## config.mk

```make
export PLATFORM = sky130hd
export DESIGN_NAME = ws2811_driver_flat
export DESIGN_NICKNAME = d
export VERILOG_FILES = /design/src/rtl/ws2811_if.sv /design/src/rtl/ws2811_driver.sv /design/src/flat_wrapper.sv
export SDC_FILE = /design/constraint.sdc
export NUM_CORES = 1
export LEC_CHECK = 0
export ABC_AREA = 1
export BUFFER_PORTS_ARGS = -buffer_cell sky130_fd_sc_hd__clkbuf_2
export CORE_UTILIZATION = 35
export DETAILED_ROUTE_END_ITERATION = 7
export GPL_TIMING_DRIVEN = 0
export PLACE_DENSITY = 0.55
export REMOVE_ABC_BUFFERS = 1
export SYNTH_ARGS = -nofsm -noshare
export SYNTH_HDL_FRONTEND = slang
export SYNTH_SLANG_ARGS = --single-unit
export TNS_END_PERCENT = 1
```

## constraint.sdc

```tcl
create_clock -name clk -period 1.65 [get_ports clk]
set_input_delay 0.165 -clock clk [delete_from_list [all_inputs] [get_ports clk]]
set_output_delay 0.165 -clock clk [all_outputs]
set_load 0.1 [all_outputs]
```

## src/rtl/ws2811_if.sv

```systemverilog
// Colour-fetch and serial-line bundle between ws2811_driver (master) and its
// neighbours: ledcontroller supplies colour, the system supplies enable.
interface ws2811_if;
  logic       enable;
  logic [7:0] red;
  logic [7:0] green;
  logic [7:0] blue;
  logic [7:0] ledindex;
  logic       data_out;
  logic       busy;
  logic       frame_done;

  modport master (
    input  enable, red, green, blue,
    output ledindex, data_out, busy, frame_done
  );

  modport slave (
    output enable, red, green, blue,
    input  ledindex, data_out, busy, frame_done
  );
endinterface

```

## src/rtl/ws2811_driver.sv

```systemverilog
// WS2811 serial output stage: walks ledindex over the strip, prefetches each
// LED's colour and shifts it out MSB first, with a latch gap between frames.
module ws2811_driver #(
  parameter int NUM_LEDS     = 50,
  parameter int BIT_CYCLES   = 60,
  parameter int T0H_CYCLES   = 17,
  parameter int T1H_CYCLES   = 34,
  parameter int RESET_CYCLES = 3000
) (
  input  logic     clk,
  input  logic     reset_n,
  ws2811_if.master bus
);

  localparam int CYC_W = $clog2(BIT_CYCLES);
  localparam int GAP_W = $clog2(RESET_CYCLES);
  localparam logic [CYC_W-1:0] CYC_LAST = CYC_W'(BIT_CYCLES - 1);
  localparam logic [CYC_W-1:0] T0H_C    = CYC_W'(T0H_CYCLES);
  localparam logic [CYC_W-1:0] T1H_C    = CYC_W'(T1H_CYCLES);
  localparam logic [GAP_W-1:0] GAP_LAST = GAP_W'(RESET_CYCLES - 1);
  localparam logic [7:0]       LED_LAST = 8'(NUM_LEDS - 1);
  localparam logic [8:0]       LEDS_9   = 9'(NUM_LEDS);

  typedef enum logic {LATCH, SHIFT} state_t;

  state_t           state, state_nx;
  logic [GAP_W-1:0] gap_cnt, gap_nx;
  logic [CYC_W-1:0] cyc_cnt, cyc_nx;
  logic [4:0]       bit_idx, bit_nx;
  logic [23:0]      sreg, sreg_nx;
  logic [7:0]       cur_led, led_nx;
  logic [7:0]       ledindex_r, idx_nx;
  logic             dout_r, dout_nx;
  logic             done_r, done_nx;
  logic             fetch_nx;
  logic [8:0]       nxt2;
  logic             vld_p0, vld_p1;
  logic [23:0]      pix_p2;

  function automatic logic bit_level(input logic [CYC_W-1:0] cyc, input logic b);
    return b ? (cyc < T1H_C) : (cyc < T0H_C);
  endfunction

  always_comb begin
    state_nx = state;
    gap_nx   = gap_cnt;
    cyc_nx   = cyc_cnt;
    bit_nx   = bit_idx;
    sreg_nx  = sreg;
    led_nx   = cur_led;
    idx_nx   = ledindex_r;
    dout_nx  = dout_r;
    done_nx  = 1'b0;
    fetch_nx = 1'b0;
    nxt2     = {1'b0, cur_led} + 9'd2;
    case (state)
      LATCH: begin
        dout_nx = 1'b0;
        idx_nx  = 8'd0;
        if (gap_cnt == GAP_LAST) begin
          // Counter saturates here until enable allows the next frame.
          if (bus.enable) begin
            state_nx = SHIFT;
            gap_nx   = '0;
            cyc_nx   = '0;
            bit_nx   = '0;
            sreg_nx  = pix_p2;
            led_nx   = 8'd0;
            dout_nx  = 1'b1;
            if (NUM_LEDS > 1) begin
              idx_nx   = 8'd1;
              fetch_nx = 1'b1;
            end
          end
        end else begin
          gap_nx = gap_cnt + 1'b1;
        end
      end
      SHIFT: begin
        if (cyc_cnt != CYC_LAST) begin
          cyc_nx  = cyc_cnt + 1'b1;
          dout_nx = bit_level(cyc_cnt + 1'b1, sreg[23]);
        end else begin
          cyc_nx = '0;
          if (bit_idx != 5'd23) begin
            bit_nx  = bit_idx + 1'b1;
            sreg_nx = {sreg[22:0], 1'b0};
            dout_nx = 1'b1;
          end else if (cur_led != LED_LAST) begin
            // Reload the prefetched LED and start fetching the one after it.
            bit_nx  = '0;
            sreg_nx = pix_p2;
            led_nx  = cur_led + 1'b1;
            dout_nx = 1'b1;
            if (nxt2 < LEDS_9) begin
              idx_nx   = nxt2[7:0];
              fetch_nx = 1'b1;
            end
          end else begin
            state_nx = LATCH;
            gap_nx   = '0;
            bit_nx   = '0;
            idx_nx   = 8'd0;
            dout_nx  = 1'b0;
            done_nx  = 1'b1;
            fetch_nx = 1'b1;
          end
        end
      end
      default: state_nx = LATCH;
    endcase
  end

  always_ff @(posedge clk) begin
    if (!reset_n) begin
      state      <= LATCH;
      gap_cnt    <= '0;
      cyc_cnt    <= '0;
      bit_idx    <= '0;
      sreg       <= '0;
      cur_led    <= '0;
      ledindex_r <= '0;
      dout_r     <= 1'b0;
      done_r     <= 1'b0;
      vld_p0     <= 1'b1;
      vld_p1     <= 1'b0;
      pix_p2     <= '0;
    end else begin
      state      <= state_nx;
      gap_cnt    <= gap_nx;
      cyc_cnt    <= cyc_nx;
      bit_idx    <= bit_nx;
      sreg       <= sreg_nx;
      cur_led    <= led_nx;
      ledindex_r <= idx_nx;
      dout_r     <= dout_nx;
      done_r     <= done_nx;
      // p0: ledindex changed; p1: ledcontroller registered it; p2: capture.
      vld_p0     <= fetch_nx;
      vld_p1     <= vld_p0;
      if (vld_p1) pix_p2 <= {bus.red, bus.green, bus.blue};
    end
  end

  assign bus.ledindex   = ledindex_r;
  assign bus.data_out   = dout_r;
  assign bus.busy       = (state == SHIFT);
  assign bus.frame_done = done_r;

endmodule
```

## src/flat_wrapper.sv

```systemverilog
// flat-port wrapper written by rule: the top's interface ports become plain ports
module ws2811_driver_flat 
#(
  parameter int NUM_LEDS     = 50,
  parameter int BIT_CYCLES   = 60,
  parameter int T0H_CYCLES   = 17,
  parameter int T1H_CYCLES   = 34,
  parameter int RESET_CYCLES = 3000
)
  (clk, reset_n, bus_enable, bus_red, bus_green, bus_blue, bus_ledindex, bus_data_out, bus_busy, bus_frame_done);
  ws2811_if bus_i ();
  input  logic clk;
  input  logic reset_n;
  input wire logic [$bits(bus_i.enable)-1:0] bus_enable;
  input wire logic [$bits(bus_i.red)-1:0] bus_red;
  input wire logic [$bits(bus_i.green)-1:0] bus_green;
  input wire logic [$bits(bus_i.blue)-1:0] bus_blue;
  output wire logic [$bits(bus_i.ledindex)-1:0] bus_ledindex;
  output wire logic [$bits(bus_i.data_out)-1:0] bus_data_out;
  output wire logic [$bits(bus_i.busy)-1:0] bus_busy;
  output wire logic [$bits(bus_i.frame_done)-1:0] bus_frame_done;
  assign bus_i.enable = bus_enable;
  assign bus_i.red = bus_red;
  assign bus_i.green = bus_green;
  assign bus_i.blue = bus_blue;
  assign bus_ledindex = bus_i.ledindex;
  assign bus_data_out = bus_i.data_out;
  assign bus_busy = bus_i.busy;
  assign bus_frame_done = bus_i.frame_done;
  ws2811_driver #(.NUM_LEDS(NUM_LEDS), .BIT_CYCLES(BIT_CYCLES), .T0H_CYCLES(T0H_CYCLES), .T1H_CYCLES(T1H_CYCLES), .RESET_CYCLES(RESET_CYCLES)) u_core (.clk(clk), .reset_n(reset_n), .bus(bus_i));
endmodule
```

==> impl_metrics.py, run 1 <==
metrics = {
    "sta": {
        "fin_ws_ns": -0.0567,
        "hold-worst-slack_ns": 0.0392,
        "drv_slew": 0,
        "slew_headroom_pct": 59.1,
        "min_period_over_period_pct": 103,
        "finalSetupTns_ns": -0.872,
        "rsz0062_at_grt": "true",
        "skew_ns": 0.00449,
        "min_period_ns": 1.71,
        "hold_viol": 0,
        "max_freq_mhz": 586,
        "setup_violations": 30,
        "worstMarginPinSlew_ns": 0.613,
    },
    "critical_path": {
        "critical_path_arrival_ns": 1.95,
        "slowest_delay_ns": 0.37,
        "critical_path.slowest_cell": "dfxtp_4",
        "start_kind": "flip-flop",
        "worstPathRequired_ns": 1.89,
        "endpoint_kind": "flip-flop",
        "worstSetupPathType": "flip-flop to flip-flop",
        "worstPathMaxFanout": 7,
        "rrSetupSlack_ns": -0.06,
        "r2r-start": "u_core.bit_idx[0]$_SDFFE_PN0P_",
        "rr_worst_depth": 12,
        "r2r_end": "u_core.bus.ledindex[5]$_SDFFE_PN0P_",
        "cp_common_cell": "nand2_2",
        "path_cells": "ha_4, nand2_1, inv_2, nand2_2, nor2_4, nand2_2, a21oi_2, nand2_2, nand2_4, inv_4, nor2_1, nor2_1",
    },
    "cells_and_area": {
        "finalNetCount": 784,
        "ff_latch_area_um2": 1880,
        "n_antenna_cell": 0,
        "utilization_pct": 45.7,
        "final_cells": 927,
        "multiInputGateArea_um2": 2660,
        "area_growth_pct": 27.4,
        "drive_above_1_share_pct": 22.3,
        "nFillCells": 1359,
    },
    "drt": {
        "ant_nets": 0,
        "wl_per_cell_um": 12.5,
        "dr.first_iter.drc_count": 323,
        "drt_first_pass_iters": 4,
        "vias_per_cell": 4.72,
        "num_vias": 4375,
        "drcViolationCount": 0,
        "wl_um": 11600,
    },
    "synthesis": {
        "yosys_warnings": 0,
        "synth_edf_count": 0,
        "yosysSeqAreaShare_pct": 40.7,
        "synth_area_um2": 4520,
        "synthFlopType": "dfxtp_1",
        "syn_avg_cell_area_um2": 6.51,
        "synthTopCellsByArea": "dfxtp_1 41%, nand2_1 15%, nor2_1 13%, o21ai_0 5.9%, inv_1 5.0%",
        "synth_cell_types": 31,
        "yosys.area.top_type_share_pct": 40.7,
        "ys_top_cells_by_count": "180 x nand2_1, 160 x nor2_1, 92 x dfxtp_1",
        "yosysMostFrequentCell": "nand2_1",
        "async_flop_share_pct": 0,
        "syn_inst": 695,
        "synth_seq_cells": 92,
        "synth_top_cell_by_area": "dfxtp_1",
    },
    "die": {
        "dieWidth_um": 116,
        "start_util_pct": 35.9,
        "num_io_pins": 38,
        "num_rows": 41,
        "core_um2": 12600,
        "dieArea_um2": 13400,
        "die_y_um": 116,
    },
    "placement": {
        "dpl.hpwl_um": 6410,
        "dp_cells": 877,
        "io_buffers": 37,
        "place_congestion": 0.882,
    },
    "worst_hold_path": {
        "min_from": "bus_green[7]",
        "hold_depth": 3,
        "hp-class": "input port to flip-flop",
        "min_to": "u_core.pix_p2[15]$_SDFFE_PN0P_",
    },
    "clock_network": {
        "insertion_delay_ns": 0.34,
        "clk_pin_slew_ns": 0.07,
        "ctsHoldBuffers": 0,
        "cts_buffers": 9,
        "htreeDepth": 3,
        "clockBufferDepth": 2,
        "root_buffer": "clkbuf_16",
        "clock_sinks": 92,
        "cts_tree": "yes",
    },
    "global_route": {
        "grt_pass1_vias": 3933,
        "antenna_found_initial": 0,
        "grt_max_degree": 59,
        "grt_pass1_wl_um": 17800,
        "overflow": 0,
        "gr-usage-all-layers_pct": 16.8,
    },
    "run": {
        "cap_violations": 0,
    },
    "power": {
        "p_leak_nw": 2.43,
        "ir_worst_vdd_uv": 463,
        "p_per_area_nw_per_um2": 803,
        "total_power_w": 0.00463,
    },
    "outcome": {
        "violations": "negative setup slack",
        "status": "finished with violations",
    },
}
cell usage in the layout (no fill, tap or decap), drive strengths merged, types with 11 or more instances in the layout:
cell type,n
nand2,185
nor2,162
dfxtp,92
inv,59
o21ai,54
clkbuf,49
nand3,34
a21oi,32
buf,26
nand4,11
worst max-delay path: cells and delay by family, from the launching register on:
family	cells	cell delay [ns]
simple gates	8	0.83
compound gates	1	0.14
flops	1	0.37
buf+inv	2	0.14
fa+ha+maj	1	0.14
area by class of cell:
| class | instances | share of cell area (%) |
|---|---|---|
| Multi-Input combinational cell | 521 | 46.2 |
| Clock buffer | 12 | 4.45 |
| Timing Repair inverter | 2 | 0.217 |
| Timing Repair Buffer | 63 | 7.62 |
| Inverter | 62 | 4.30 |
| Sequential cell | 92 | 32.7 |
| Tap cell | 172 | 3.74 |
| Clock inverter | 3 | 0.803 |
flip-flops by register name, indices dropped and copies added, names as in the netlist:
register / count
u_core.bit_idx: 5
u_core.bus.busy: 1
u_core.bus.data_out: 1
u_core.bus.frame_done: 1
u_core.bus.ledindex: 8
u_core.cur_led: 8
u_core.cyc_cnt: 6
u_core.gap_cnt: 12
u_core.pix_p2: 24
u_core.sreg: 24
u_core.vld_p0: 1
u_core.vld_p1: 1
metrics by stage:
step                worst slack (ns)  area [um2]
floorplan                      -1.27        4380
global placement               -1.34        4780
detailed placement             -1.37        4810
CTS                           -0.273        5290
global route                  -0.181        5760
finish                       -0.0567        5760
worst max-delay path by stage:
| stage | from | endpoint | cells past startpoint |
|---|---|---|---|
| 3_3_place_gp | u_core.bit_idx[0]$_SDFFE_PN0P_ | u_core.gap_cnt[11]$_SDFFE_PN0P_ | 10 |
| 5_1_grt | u_core.bit_idx[0]$_SDFFE_PN0P_ | u_core.vld_p0$_SDFF_PN1_ | 12 |
| 6_report | u_core.bit_idx[0]$_SDFFE_PN0P_ | u_core.bus.ledindex[5]$_SDFFE_PN0P_ | 12 |
| 4_1_cts | u_core.gap_cnt[1]$_SDFFE_PN0P_ | u_core.cur_led[6]$_SDFFE_PN0P_ | 9 |
| 2_1_floorplan | u_core.bus.busy$_SDFF_PN0_ | u_core.sreg[0]$_SDFFE_PN0P_ | 5 |
| 3_5_place_dp | reset_n | u_core.bus.data_out$_SDFF_PN0_ | 5 |
logic make-up after synthesis:
kind of cell	count (synthesis)	synth area share, %
AO/OA/AOI/OAI	91	10.4
XOR/XNOR	12	2.32
adder cells (fa/ha/maj)	6	1.66
buffers and inverters	90	8.35
flip-flops	92	40.7
AND/OR/NAND/NOR	404	36.5
what timing repair did:
item | 4_1_cts | 5_1_grt
pin swaps | 7 | 25
endpoints found under the hold margin | 0 | 0
buffers inserted | 4 | 21
endpoints found under the setup margin | 91 | 65
resized for setup | 42 | 65
gates cloned | 3 | 7
power by group:
| group | switching, W | leakage, nW | internal [W] |
|---|---|---|---|
| Combinational | 0.000123 | 1.53 | 0.0000883 |
| Clock | 0.000869 | 0.145 | 0.00125 |
| Sequential | 0.0000376 | 0.756 | 0.00226 |
layer usage:
layer,vias to the layer above,part of all wire [%],track usage (%)
met2,74,48,29.4
met5,-,0,0
li1,2314,-,-
met3,8,4.1,4.65
met4,0,0.67,3.33
met1,1979,47,20.8
No activity file was read; power rests on OpenSTA's default activity.
==> inputs of run 2 (changes only) <==
--- a/config.mk
+++ b/config.mk
@@ -11,7 +11,9 @@
 export DETAILED_ROUTE_END_ITERATION = 7
 export GPL_TIMING_DRIVEN = 0
 export PLACE_DENSITY = 0.55
+export RECOVER_POWER = 25
 export REMOVE_ABC_BUFFERS = 1
+export SLEW_MARGIN = 15
 export SYNTH_ARGS = -nofsm -noshare
 export SYNTH_HDL_FRONTEND = slang
 export SYNTH_SLANG_ARGS = --single-unit
==> run 2 against run 1 <==
The run still ends with negative setup slack left. Utilization is 1.3 points higher. First-iteration DRC count is 11% lower. Clock skew is 0.0070 ns higher. Combinational power is 2% higher. Critical path type unchanged. Largest cell class unchanged.
==> impl_metrics.py, run 2 (synthesized netlist as in run 1, its figures left out) <==
metrics = {
    "outcome": {
        "status": "finished with violations",
        "violations": "negative setup slack",
    },
    "cells_and_area": {
        "area_growth_pct": 30.9,
        "reg_top3": "u_core.pix_p2 x24, u_core.sreg x24, u_core.gap_cnt x12",
        "n_antenna_cell": 0,
        "drive_above_1_share_pct": 23.6,
        "final_cell_mix": "161 x nand2_1, 153 x nor2_1, 79 x dfxtp_1, 52 x o21ai_0, 48 x inv_1",
        "layout_commonest_cell": "nand2_1",
        "finalNetCount": 795,
    },
    "global_route": {
        "grt_pass1_wl_um": 18100,
        "antenna_found_initial": 0,
        "grt_pass1_vias": 3963,
        "gr-usage-all-layers_pct": 17.2,
        "overflow": 0,
        "grt_max_degree": 59,
    },
    "die": {
        "num_io_pins": 38,
        "start_util_pct": 35.9,
        "dieArea_um2": 13400,
        "core_um2": 12600,
        "die_y_um": 116,
        "dieWidth_um": 116,
        "num_rows": 41,
    },
    "critical_path": {
        "worstPathMaxFanout": 8,
        "worstPathRequired_ns": 1.91,
        "slowest_delay_ns": 0.37,
        "crit_family": "simple AND/OR/NAND/NOR gates",
        "endpoint_kind": "flip-flop",
        "critPathBufInv": 2,
        "worstSetupPathType": "flip-flop to flip-flop",
        "critical_path_arrival_ns": 2.03,
        "start_kind": "flip-flop",
        "critical_path.slowest_cell": "dfxtp_4",
        "cp_common_cell": "nor2_4",
        "path_cells": "ha_4, inv_4, nor2_4, nand3_2, o21ai_4, buf_6, nand3_4, nor2_4, nand2_1, a21oi_1",
    },
    "sta": {
        "finalSetupTns_ns": -1.70,
        "min_period_over_period_pct": 107,
        "slew_headroom_pct": 59.3,
        "drv_slew": 0,
        "skew_ns": 0.0114,
        "setup_violations": 35,
        "max_freq_mhz": 566,
        "fin_ws_ns": -0.116,
        "hold_viol": 0,
        "hold-worst-slack_ns": 0.0365,
        "rsz0062_at_grt": "true",
        "worstMarginPinSlew_ns": 0.610,
        "min_period_ns": 1.77,
    },
    "power": {
        "ir_worst_vdd_uv": 544,
        "p_leak_nw": 2.51,
        "p_per_area_nw_per_um2": 837,
    },
    "drt": {
        "wl_um": 12000,
        "vias_per_cell": 4.80,
        "dr.first_iter.drc_count": 286,
        "drt_first_pass_iters": 4,
        "num_vias": 4510,
        "drcViolationCount": 0,
        "ant_nets": 0,
        "wl_per_cell_um": 12.8,
    },
    "clock_network": {
        "ctsHoldBuffers": 0,
        "htreeDepth": 3,
        "cts_buffers": 9,
        "clockBufferDepth": 2,
        "clock_sinks": 92,
        "clk_pin_slew_ns": 0.07,
        "insertion_delay_ns": 0.35,
        "root_buffer": "clkbuf_16",
        "cts_tree": "yes",
    },
    "placement": {
        "io_buffers": 37,
        "dpl.hpwl_um": 6340,
        "place_congestion": 0.882,
    },
    "run": {
        "cap_violations": 0,
    },
    "worst_hold_path": {
        "hp-class": "input port to flip-flop",
    },
}
run 2: cell type report:
type,count,area [um2]
sequential,92,1880
inverter,62,251
tap,172,215
timing repair buffer,74,517
timing repair inverter,2,12.5
clock inverter,6,116
clock buffer,10,239
fill,1330,6700
multi-input combinational,521,2690
run 2: repair_timing:
item / 4_1_cts / 5_1_grt
setup buffers: 7 / 30
gates cloned: 4 / 6
setup endpoints to repair: 92 / 65
pin swaps: 8 / 27
resized for setup: 40 / 72
run 2: tightest hold or removal path: cells and delay by family:
family	cells	cell delay [ns]
and+or+nand+nor	2	0.11
buffers and inverters	1	0.08
run 2: path summary, 6_finish.rpt:
path              slack [ns]  cells after the start                             end                      startpoint
hold reg to reg         0.41                      2        u_core.vld_p1$_SDFF_PN0_        u_core.vld_p0$_SDFF_PN1_
setup reg to reg       -0.12                     10  u_core.cur_led[2]$_SDFFE_PN0P_  u_core.cyc_cnt[0]$_SDFFE_PN0P_
hold / removal          0.04                      3  u_core.pix_p2[14]$_SDFFE_PN0P_                    bus_green[6]
setup / recovery       -0.12                     10  u_core.cur_led[2]$_SDFFE_PN0P_  u_core.cyc_cnt[0]$_SDFFE_PN0P_
run 2: routing by layer:
| layer | track usage, % | part of all wire (%) |
|---|---|---|
| met5 | 0 | 0 |
| met2 | 29.5 | 48 |
| met4 | 3.25 | 1.6 |
| met3 | 4.50 | 4.2 |
| met1 | 21.8 | 46 |
run 2: where the power goes:
part,leakage (nW),internal [W],total [W],switching (W)
Clock,0.174,0.00154,0.00245,0.000911
Sequential,0.756,0.00225,0.00229,0.0000392
Combinational,1.58,0.0000914,0.000216,0.000124
run 2: through the flow:
stage	setup WS (ns)	std cells	power (W)	util, %	cell area, um2
CTS	-0.183	903	0.00500	42.5	5360
global placement	-1.34	876	0.00252	37.9	4780
global route	-0.215	939	0.00515	46.9	5920
detailed placement	-1.38	876	0.00253	37.9	4780
floorplan	-1.27	667	0.00244	-	4380
finish	-0.116	939	0.00496	46.9	5920
